`config.mk`:
```
export PLATFORM = sky130hd
export DESIGN_NAME = perceptron_infer_stream
export DESIGN_NICKNAME = d
export VERILOG_FILES = /design/src/rtl/perceptron_infer_stream.sv
export SDC_FILE = /design/constraint.sdc
export NUM_CORES = 2
export LEC_CHECK = 0
export BUFFER_PORTS_ARGS = -buffer_cell sky130_fd_sc_hd__buf_2
export CORE_MARGIN = 10
export CORE_UTILIZATION = 60
export CTS_BUF_LIST = sky130_fd_sc_hd__clkbuf_2
export DETAILED_ROUTE_END_ITERATION = 8
export GPL_TIMING_DRIVEN = 0
export PLACE_DENSITY_LB_ADDON = 0.12
export RECOVER_POWER = 25
export SLEW_MARGIN = 20
export SYNTH_ARGS = -nofsm -noshare
export SYNTH_HDL_FRONTEND = slang
export SYNTH_SLANG_ARGS = --single-unit
```
`constraint.sdc`:
```
create_clock -name clk -period 10.3 [get_ports clk]
set_clock_uncertainty 0.05 [all_clocks]
set_input_delay 0.515 -clock clk [delete_from_list [all_inputs] [get_ports clk]]
set_output_delay 0.515 -clock clk [all_outputs]
set_load 0.005 [all_outputs]
```
`src/rtl/perceptron_infer_stream.sv`:
```
`default_nettype none
// ============================================================================
// Module      : perceptron_infer_stream
// Description : Streaming single-layer perceptron inference. Loads N weights
//               plus a bias serially, then classifies N-element input vectors.
// Revision    : 1.0 - initial release
// ============================================================================
module perceptron_infer_stream #(
    parameter int INPUT_UNITS = 2,
    parameter int CNT_W       = 16
) (
    input  logic             clk,
    input  logic             rst,
    input  logic             load_valid,
    output logic             load_ready,
    input  logic [31:0]      load_data,
    input  logic             act_sel,
    input  logic             in_valid,
    output logic             in_ready,
    input  logic [31:0]      in_data,
    output logic             out_valid,
    input  logic             out_ready,
    output logic [31:0]      out_sum,
    output logic [31:0]      out_pred,
    output logic             weights_valid,
    output logic [CNT_W-1:0] samples_done
);

    localparam int c_load_w = $clog2(INPUT_UNITS + 1);
    localparam int c_idx_w  = (INPUT_UNITS > 1) ? $clog2(INPUT_UNITS) : 1;

    localparam logic [c_load_w-1:0] c_load_last = c_load_w'(INPUT_UNITS);
    localparam logic [c_load_w-1:0] c_load_one  = c_load_w'(1);
    localparam logic [c_idx_w-1:0]  c_elem_last = c_idx_w'(INPUT_UNITS - 1);
    localparam logic [c_idx_w-1:0]  c_elem_one  = c_idx_w'(1);
    localparam logic [CNT_W-1:0]    c_cnt_one   = CNT_W'(1);

    typedef enum logic [1:0] {
        ST_EMPTY  = 2'd0,
        ST_IDLE   = 2'd1,
        ST_ACCUM  = 2'd2,
        ST_OUTPUT = 2'd3
    } state_t;

    state_t                r_state;
    state_t                w_next_state;
    logic [31:0]           r_weights [INPUT_UNITS];
    logic [31:0]           r_bias;
    logic [c_load_w-1:0]   r_load_idx;
    logic [c_idx_w-1:0]    r_elem_idx;
    logic [31:0]           r_acc;
    logic [31:0]           r_out_sum;
    logic [31:0]           r_out_pred;
    logic                  r_weights_valid;
    logic [CNT_W-1:0]      r_samples_done;

    logic                  w_load_ready;
    logic                  w_in_ready;
    logic                  w_out_valid;
    logic                  w_load_fire;
    logic                  w_in_fire;
    logic                  w_out_fire;
    logic                  w_load_bias;
    logic                  w_last;
    logic                  w_idle_accept;
    logic [31:0]           w_weight;
    logic [31:0]           w_prod;
    logic [31:0]           w_sum;
    logic [31:0]           w_act;

    assign w_load_bias   = (r_load_idx == c_load_last);
    assign w_last        = (r_elem_idx == c_elem_last);
    assign w_idle_accept = r_weights_valid && (r_load_idx == '0);

    always_ff @(posedge clk or posedge rst) begin
        if (rst) begin
            r_state <= ST_EMPTY;
        end else begin
            r_state <= w_next_state;
        end
    end

    // A sample already in ACCUM always runs to completion: a load whose first
    // beat coincided with sample beat 0 is paused by load_ready=0, so the
    // remaining old weights stay intact for the rest of that sample.
    always_comb begin
        w_next_state = r_state;
        w_load_ready = 1'b0;
        w_in_ready   = 1'b0;
        w_out_valid  = 1'b0;
        case (r_state)
            ST_EMPTY: begin
                w_load_ready = 1'b1;
                if (load_valid && w_load_bias) begin
                    w_next_state = ST_IDLE;
                end
            end
            ST_IDLE: begin
                w_load_ready = 1'b1;
                w_in_ready   = w_idle_accept;
                if (in_valid && w_idle_accept) begin
                    w_next_state = w_last ? ST_OUTPUT : ST_ACCUM;
                end
            end
            ST_ACCUM: begin
                w_in_ready = 1'b1;
                if (in_valid && w_last) begin
                    w_next_state = ST_OUTPUT;
                end
            end
            ST_OUTPUT: begin
                w_out_valid = 1'b1;
                if (out_ready) begin
                    w_next_state = ST_IDLE;
                end
            end
            default: begin
                w_next_state = ST_EMPTY;
            end
        endcase
    end

    assign w_load_fire = load_valid && w_load_ready;
    assign w_in_fire   = in_valid && w_in_ready;
    assign w_out_fire  = w_out_valid && out_ready;

    always_comb begin
        w_weight = '0;
        for (int i = 0; i < INPUT_UNITS; i++) begin
            if (r_elem_idx == c_idx_w'(i)) begin
                w_weight = r_weights[i];
            end
        end
    end

    // Low 32 bits of the product are identical for signed and unsigned operands.
    assign w_prod = w_weight * in_data;
    assign w_sum  = ((r_elem_idx == '0) ? r_bias : r_acc) + w_prod;
    assign w_act  = act_sel ? w_sum : {31'd0, ~w_sum[31]};

    always_ff @(posedge clk or posedge rst) begin
        if (rst) begin
            for (int i = 0; i < INPUT_UNITS; i++) begin
                r_weights[i] <= '0;
            end
            r_bias          <= '0;
            r_load_idx      <= '0;
            r_weights_valid <= 1'b0;
        end else if (w_load_fire) begin
            if (w_load_bias) begin
                r_bias          <= load_data;
                r_load_idx      <= '0;
                r_weights_valid <= 1'b1;
            end else begin
                for (int i = 0; i < INPUT_UNITS; i++) begin
                    if (r_load_idx == c_load_w'(i)) begin
                        r_weights[i] <= load_data;
                    end
                end
                r_load_idx <= r_load_idx + c_load_one;
                if (r_load_idx == '0) begin
                    r_weights_valid <= 1'b0;
                end
            end
        end
    end

    always_ff @(posedge clk or posedge rst) begin
        if (rst) begin
            r_elem_idx     <= '0;
            r_acc          <= '0;
            r_out_sum      <= '0;
            r_out_pred     <= '0;
            r_samples_done <= '0;
        end else begin
            if (w_in_fire) begin
                r_acc <= w_sum;
                if (w_last) begin
                    r_out_sum  <= w_sum;
                    r_out_pred <= w_act;
                    r_elem_idx <= '0;
                end else begin
                    r_elem_idx <= r_elem_idx + c_elem_one;
                end
            end
            if (w_out_fire) begin
                r_samples_done <= r_samples_done + c_cnt_one;
            end
        end
    end

    assign load_ready    = w_load_ready;
    assign in_ready      = w_in_ready;
    assign out_valid     = w_out_valid;
    assign out_sum       = r_out_sum;
    assign out_pred      = r_out_pred;
    assign weights_valid = r_weights_valid;
    assign samples_done  = r_samples_done;

endmodule
`default_nettype wire

```
### Word-level counts from Yosys, hierarchy flattened

Cells that the tools add are included.
W data, S select, Z words.

* $add $sub $neg: 4
* $mul: 1
* equality and inequality tests: 9
* multiplexer cells: 16
* bitwise operators: 2
* reduce and logical (&&, ||, !) cells: 17

Operators by type and width (number)
* $mux W32: 3
* $add A32 B32 Y32: 1
* $mul A32 B32 Y32: 1
* $add A16 B1 Y16 const B: 1
* $mux W2: 5
* $ne A2 B2 Y1 const B: 4
* $pmux W2 S4: 1
* $logic_and A1 B1 Y1: 7
* $eq A2 B2 Y1 const B: 3
* $mux W1: 6
* $reduce_and A2 Y1: 3
* $reduce_and A3 Y1: 2
* $eq A2 B1 Y1 const B: 2
* $logic_not A2 Y1: 2
* $reduce_and A4 Y1: 1
* $add A2 B1 Y2 const B: 1
* $not A1 Y1: 2
* $pmux W1 S2: 1
* $reduce_bool A2 Y1: 1
* $reduce_or A2 Y1: 1
* $add A1 B1 Y1 const B: 1

* bits in registers: 214
* bits of input ports: 70
* output and inout port bits: 84
* word-level logic and storage cells: 60

### Depth between registers and ports, before layout

* depth in word-level cells: 5
* gate-level depth with buffers: 32
* gate-level depth less buffers: 28

### Least setup slack after synthesis

OpenSTA, ideal clock, no wires.

* kind: reg-to-reg
* start point: register r_elem_idx
* end point: register r_out_pred[0] (netlist: out_pred[0])
* setup time: 0.130 ns
* data arrival time: 8.051 ns
* data required time: 10.120 ns
* slack: 2.069 ns
* stages on the path, launching flop included: 30
* buffers on the path: 5
* clock period less this slack: 8.231 ns
* cell sequence: dfrtp_1 > buf_6 > buf_6 > buf_6 > clkbuf_1 > buf_1 > mux2i_1 > fa_1 > inv_1 > fa_1 > fa_1 > inv_1 > fa_1 > inv_1 > fa_1 > fa_1 > fa_1 > inv_1 > fa_1 > inv_1 > ha_1 > a21o_1 > a21o_1 > a21o_1 > a221oi_1 > nand3_1 > a31oi_1 > xnor3_2 > mux2i_1 > o21ai_1

* word-level cells in the longest chain between the ends: 5
* elaborated cells on any way between the ends: 7
* those cells by class: add/sub: 1; mul: 1; mux: 3; bitwise: 1; reduce/logical: 1

RTL lines
* from (decl): line 50 `logic [c_idx_w-1:0] r_elem_idx;`
* from (signal assigned): line 183 `r_elem_idx <= r_elem_idx + c_elem_one;`
* $mux W32: line 130 `if (r_elem_idx == c_idx_w'(i)) begin`
* $mul A32 B32 Y32: line 137 `assign w_prod = w_weight * in_data;`
* $add A32 B32 Y32: line 138 `assign w_sum = ((r_elem_idx == '0) ? r_bias : r_acc) + w_prod;`
* $not A1 Y1: line 139 `assign w_act = act_sel ? w_sum : {31'd0, ~w_sum[31]};`
* $mux W32: line 139
* to (signal assigned): line 180 `r_out_pred <= w_act;`
* to (decl): line 53 `logic [31:0] r_out_pred;`

Several ways; a longest one is shown, not always the timed one.
A chain may end at the register's enable or synchronous reset.

### Final worst setup path

Same ends and word-level chain as after synthesis.

==> metrics.md <==
| Metric | Value |
|---|---|
| Status | `finished with violations` |
| Failing checks | `capacitance limit, slew limit` |
| Num Clock Sinks | `214` |
| Slowest CP cell | `clkbuf_1` |
| Final nets | `3447` |
| RSZ-0062 raised after global routing | `false` |
| Post-synth top flop | `dfrtp_1` |
| Initial drt markers | `approximately 1500` |
| Routed wire length | `between 80000 and 90000 µm` |
| Final number of setup-violating endpoints | `0` |
| GRT Overall Usage | `0.327` |
| Synth Area in Compound Gates | `0.0415` |
| Hold Crit Endpoint | `r_state[1]$_DFFE_PP0P_` |
| RePlAce Congestion | `roughly 0.97` |
| Crit path time final | `around 10 ns` |
| Post-route cell area | `~0.028 mm²` |
| Max FO, Critical Path | `10` |
| Synth Warn # | `0` |
| Achievable Freq | `approximately 98 MHz` |
| Vias per inst | `approximately 5.7` |
| Worst path arrival time | `between 10 and 15 ns` |
| Xor/xnor share of the synthesized area | `0.0347` |
| Worst-margin pin slew | `~5.6 ns` |
| Crit path capture type | `register` |
| Placed cell area | `approximately 0.027 mm²` |
| Vias | `between 15000 and 20000` |
| Post-Route Setup TNS | `0 ns` |
| Initial antenna violation count | `3` |
| TritonCTS clock tree | `built` |
| Routed length per placed instance | `roughly 24 µm` |
| Flop-to-flop setup slack | `approximately 0.12 ns` |
| Number of remaining DRC errors | `0` |
| Hold_sp | `in_valid` |
| I/O pins | `around 150` |
| H-tree Lvls | `2` |
| Clock transition at path regs | `0.13 ns` |
| Post-CTS setup buffers | `0` |
| CP Data Required Time | `10.94 ns` |
| Synthesis-to-finish area growth | `8.73%` |
| Most used cell, CP | `fa_1` |
| Syn_nets | `3212` |
| # port buffers | `~150` |
| Final Cycle Share | `0.989` |
| Relative slew slack | `-2.71` |
| Post-synth ARST share | `1.00` |
| Buffers and inverters on the worst path | `9` |
| Vias in the first global route | `between 20000 and 25000` |
| Cts bufs inserted | `45` |
| Clock root buffer | `clkbuf_2` |
| Adder-cell share of the synthesized area | `0.408` |
| Critical path class | `register to register` |
| Final ANT Viol Nets | `0` |
| MaxCap Viol Count | `2` |
| Synthesized area | `between 0.02 and 0.03 mm²` |
| Clock latency on the worst-skew pair | `0.82 ns` |
| Sequential-to-total area share from yosys stat | `0.210` |
| Core footprint | `approximately 0.042 mm²` |
| First-pass GRT wire length | `between 100000 and 150000 µm` |
| Fillers | `about 3500` |
| Synth Register Bits | `around 210` |
| CTS max path bufs | `3` |
| Congestion Overflow GR | `0` |
| Top delay family on crit path | `adder cells` |
| Yosys cell types | `56` |
| Simple-Gate Fraction of Synth Area | `0.139` |
| Die height | `226 µm` |
| Hold WC Path Type | `input pin to register` |
| RR Startpoint | `r_elem_idx$_DFFE_PP0P_` |
| Pins over their slew limit | `between 200 and 250` |
| Hold Fails Final Rpt | `0` |
| WHS Path Cells | `5` |
| Placement row count | `75` |
| Post-synthesis mux area share | `0.0724` |
| Die area | `between 0.05 and 0.06 mm²` |
| Worst r2r dst | `out_pred[0]$_DFFE_PP0P_` |
| Starting Density | `0.607` |
| Ratio of cells with drive above 1 in the final layout | `0.128` |
| Mapped Avg Cell Area | `between 9 and 10 µm²` |
| Syn Inst Count | `2575` |
| Post-detail-place hpwl | `66100 µm` |
| CP peak stage delay | `1.01 ns` |
| Die width | `roughly 230 µm` |
| Largest net degree at the start of global routing | `approximately 110` |
| Largest family of logic cells by synthesized area | `adder cells` |
| Worst reg2reg path depth | `29` |
| EDFF count, synth | `0` |
| CP Launch Type | `register` |
| TritonRoute pass-1 iters | `5` |
## kinds of logic after synthesis
family	after synthesis
and+or+nand+nor	729
adders and majority gates	567
muxes	165
DFF	214
AOI/OAI and AO/OA	168
xor gates and xnor gates	96
buffers and inverters	636
## worst max path at each step
stage	start	endpoint	slack, ns	depth (start not counted)
global route	r_elem_idx$_DFFE_PP0P_	out_sum[30]$_DFFE_PP0P_	0.01	30
finish	r_elem_idx$_DFFE_PP0P_	out_pred[0]$_DFFE_PP0P_	0.12	29
global placement	r_elem_idx$_DFFE_PP0P_	out_pred[0]$_DFFE_PP0P_	0.19	30
detailed placement	r_elem_idx$_DFFE_PP0P_	out_pred[0]$_DFFE_PP0P_	0.06	30
CTS	r_elem_idx$_DFFE_PP0P_	out_pred[0]$_DFFE_PP0P_	0.07	30
floorplan	r_elem_idx$_DFFE_PP0P_	out_pred[0]$_DFFE_PP0P_	2.07	29
## layout by cell type (no fill, tap or decap), drive strengths merged, types with 75 or more instances in the layout
master    n
fa      438
inv     521
o21ai    75
clkbuf  172
mux2    136
nand2   376
dfrtp   214
ha      129
and2    286
buf     156
## per-stage QoR
stage	setup WS, ns	hold WS (ns)	instances	utilization
final	0.116	0.155	3381	0.660
after global routing	0.0119	0.179	3381	0.660
after CTS	0.0691	0.111	3380	0.661
after detailed placement	0.0622	0.411	3266	0.642
after global placement	0.189	0.402	3265	0.641
after floorplan	2.07	0.390	2575	-
## flip-flops by register name, indices dropped and copies added (netlist names)
name / flops
r_state: 2
r_bias: 32
r_load_idx: 2
out_sum: 32
out_pred: 32
samples_done: 16
r_elem_idx: 1
weights_valid: 1
r_acc: 32
r_weights: 64
## synthesized netlist by cell type, types with 17 or more instances
cell	count	area, µm²
inv_1	520	1950
xor2_1	25	219
nor2_1	26	97.6
clkbuf_1	108	405
ha_1	129	1610
dfrtp_1	214	5360
mux2_2	129	1450
a21o_1	18	135
nand3_1	17	85.1
fa_1	438	8770
nand2_1	376	1410
a21oi_1	21	105
mux2i_1	29	290
xnor2_1	68	596
and2_1	286	1790
o21ai_0	73	365
## layer usage
metal  GRT usage  routed length, µm
met1       0.412              31000
met5           0                 32
met3      0.0684               7220
met2       0.522              37500
met4       0.175               5020
## what timing repair did
| item | in CTS | in global routing |
|---|---|---|
| resized for setup | 0 | 4 |
| setup endpoints to repair | 0 | 12 |
| hold buffers | 36 | 0 |
| hold endpoints to repair | 203 | 0 |
## area by class of cell
class                           instances  area, µm²  area share
Antenna cell                            1       2.50   0.0000903
Clock buffer                           60        300      0.0108
Clock inverter                         18        125     0.00452
Multi-Input combinational cell       1725      17700       0.639
Inverter                              520       1950      0.0705
Sequential cell                       214       5360       0.193
Tap cell                              539        674      0.0243
Buffer                                116        468      0.0169
Timing Repair Buffer                  188       1120      0.0404
## worst reg2reg max path, delay by kind of cell (launching register included)
kind | cells | cell delay (ns)
multiplexers | 2 | 0.46
adder cells (fa/ha/maj) | 9 | 4.01
AND/OR/NAND/NOR | 2 | 0.33
buffers and inverters | 9 | 2.51
XOR/XNOR | 1 | 0.62
AO/OA/AOI/OAI | 6 | 1.52
flip-flops | 1 | 0.55
Power is not shown: default switching activity piles up to over one toggle a cycle in this logic, so the estimate is an artifact.
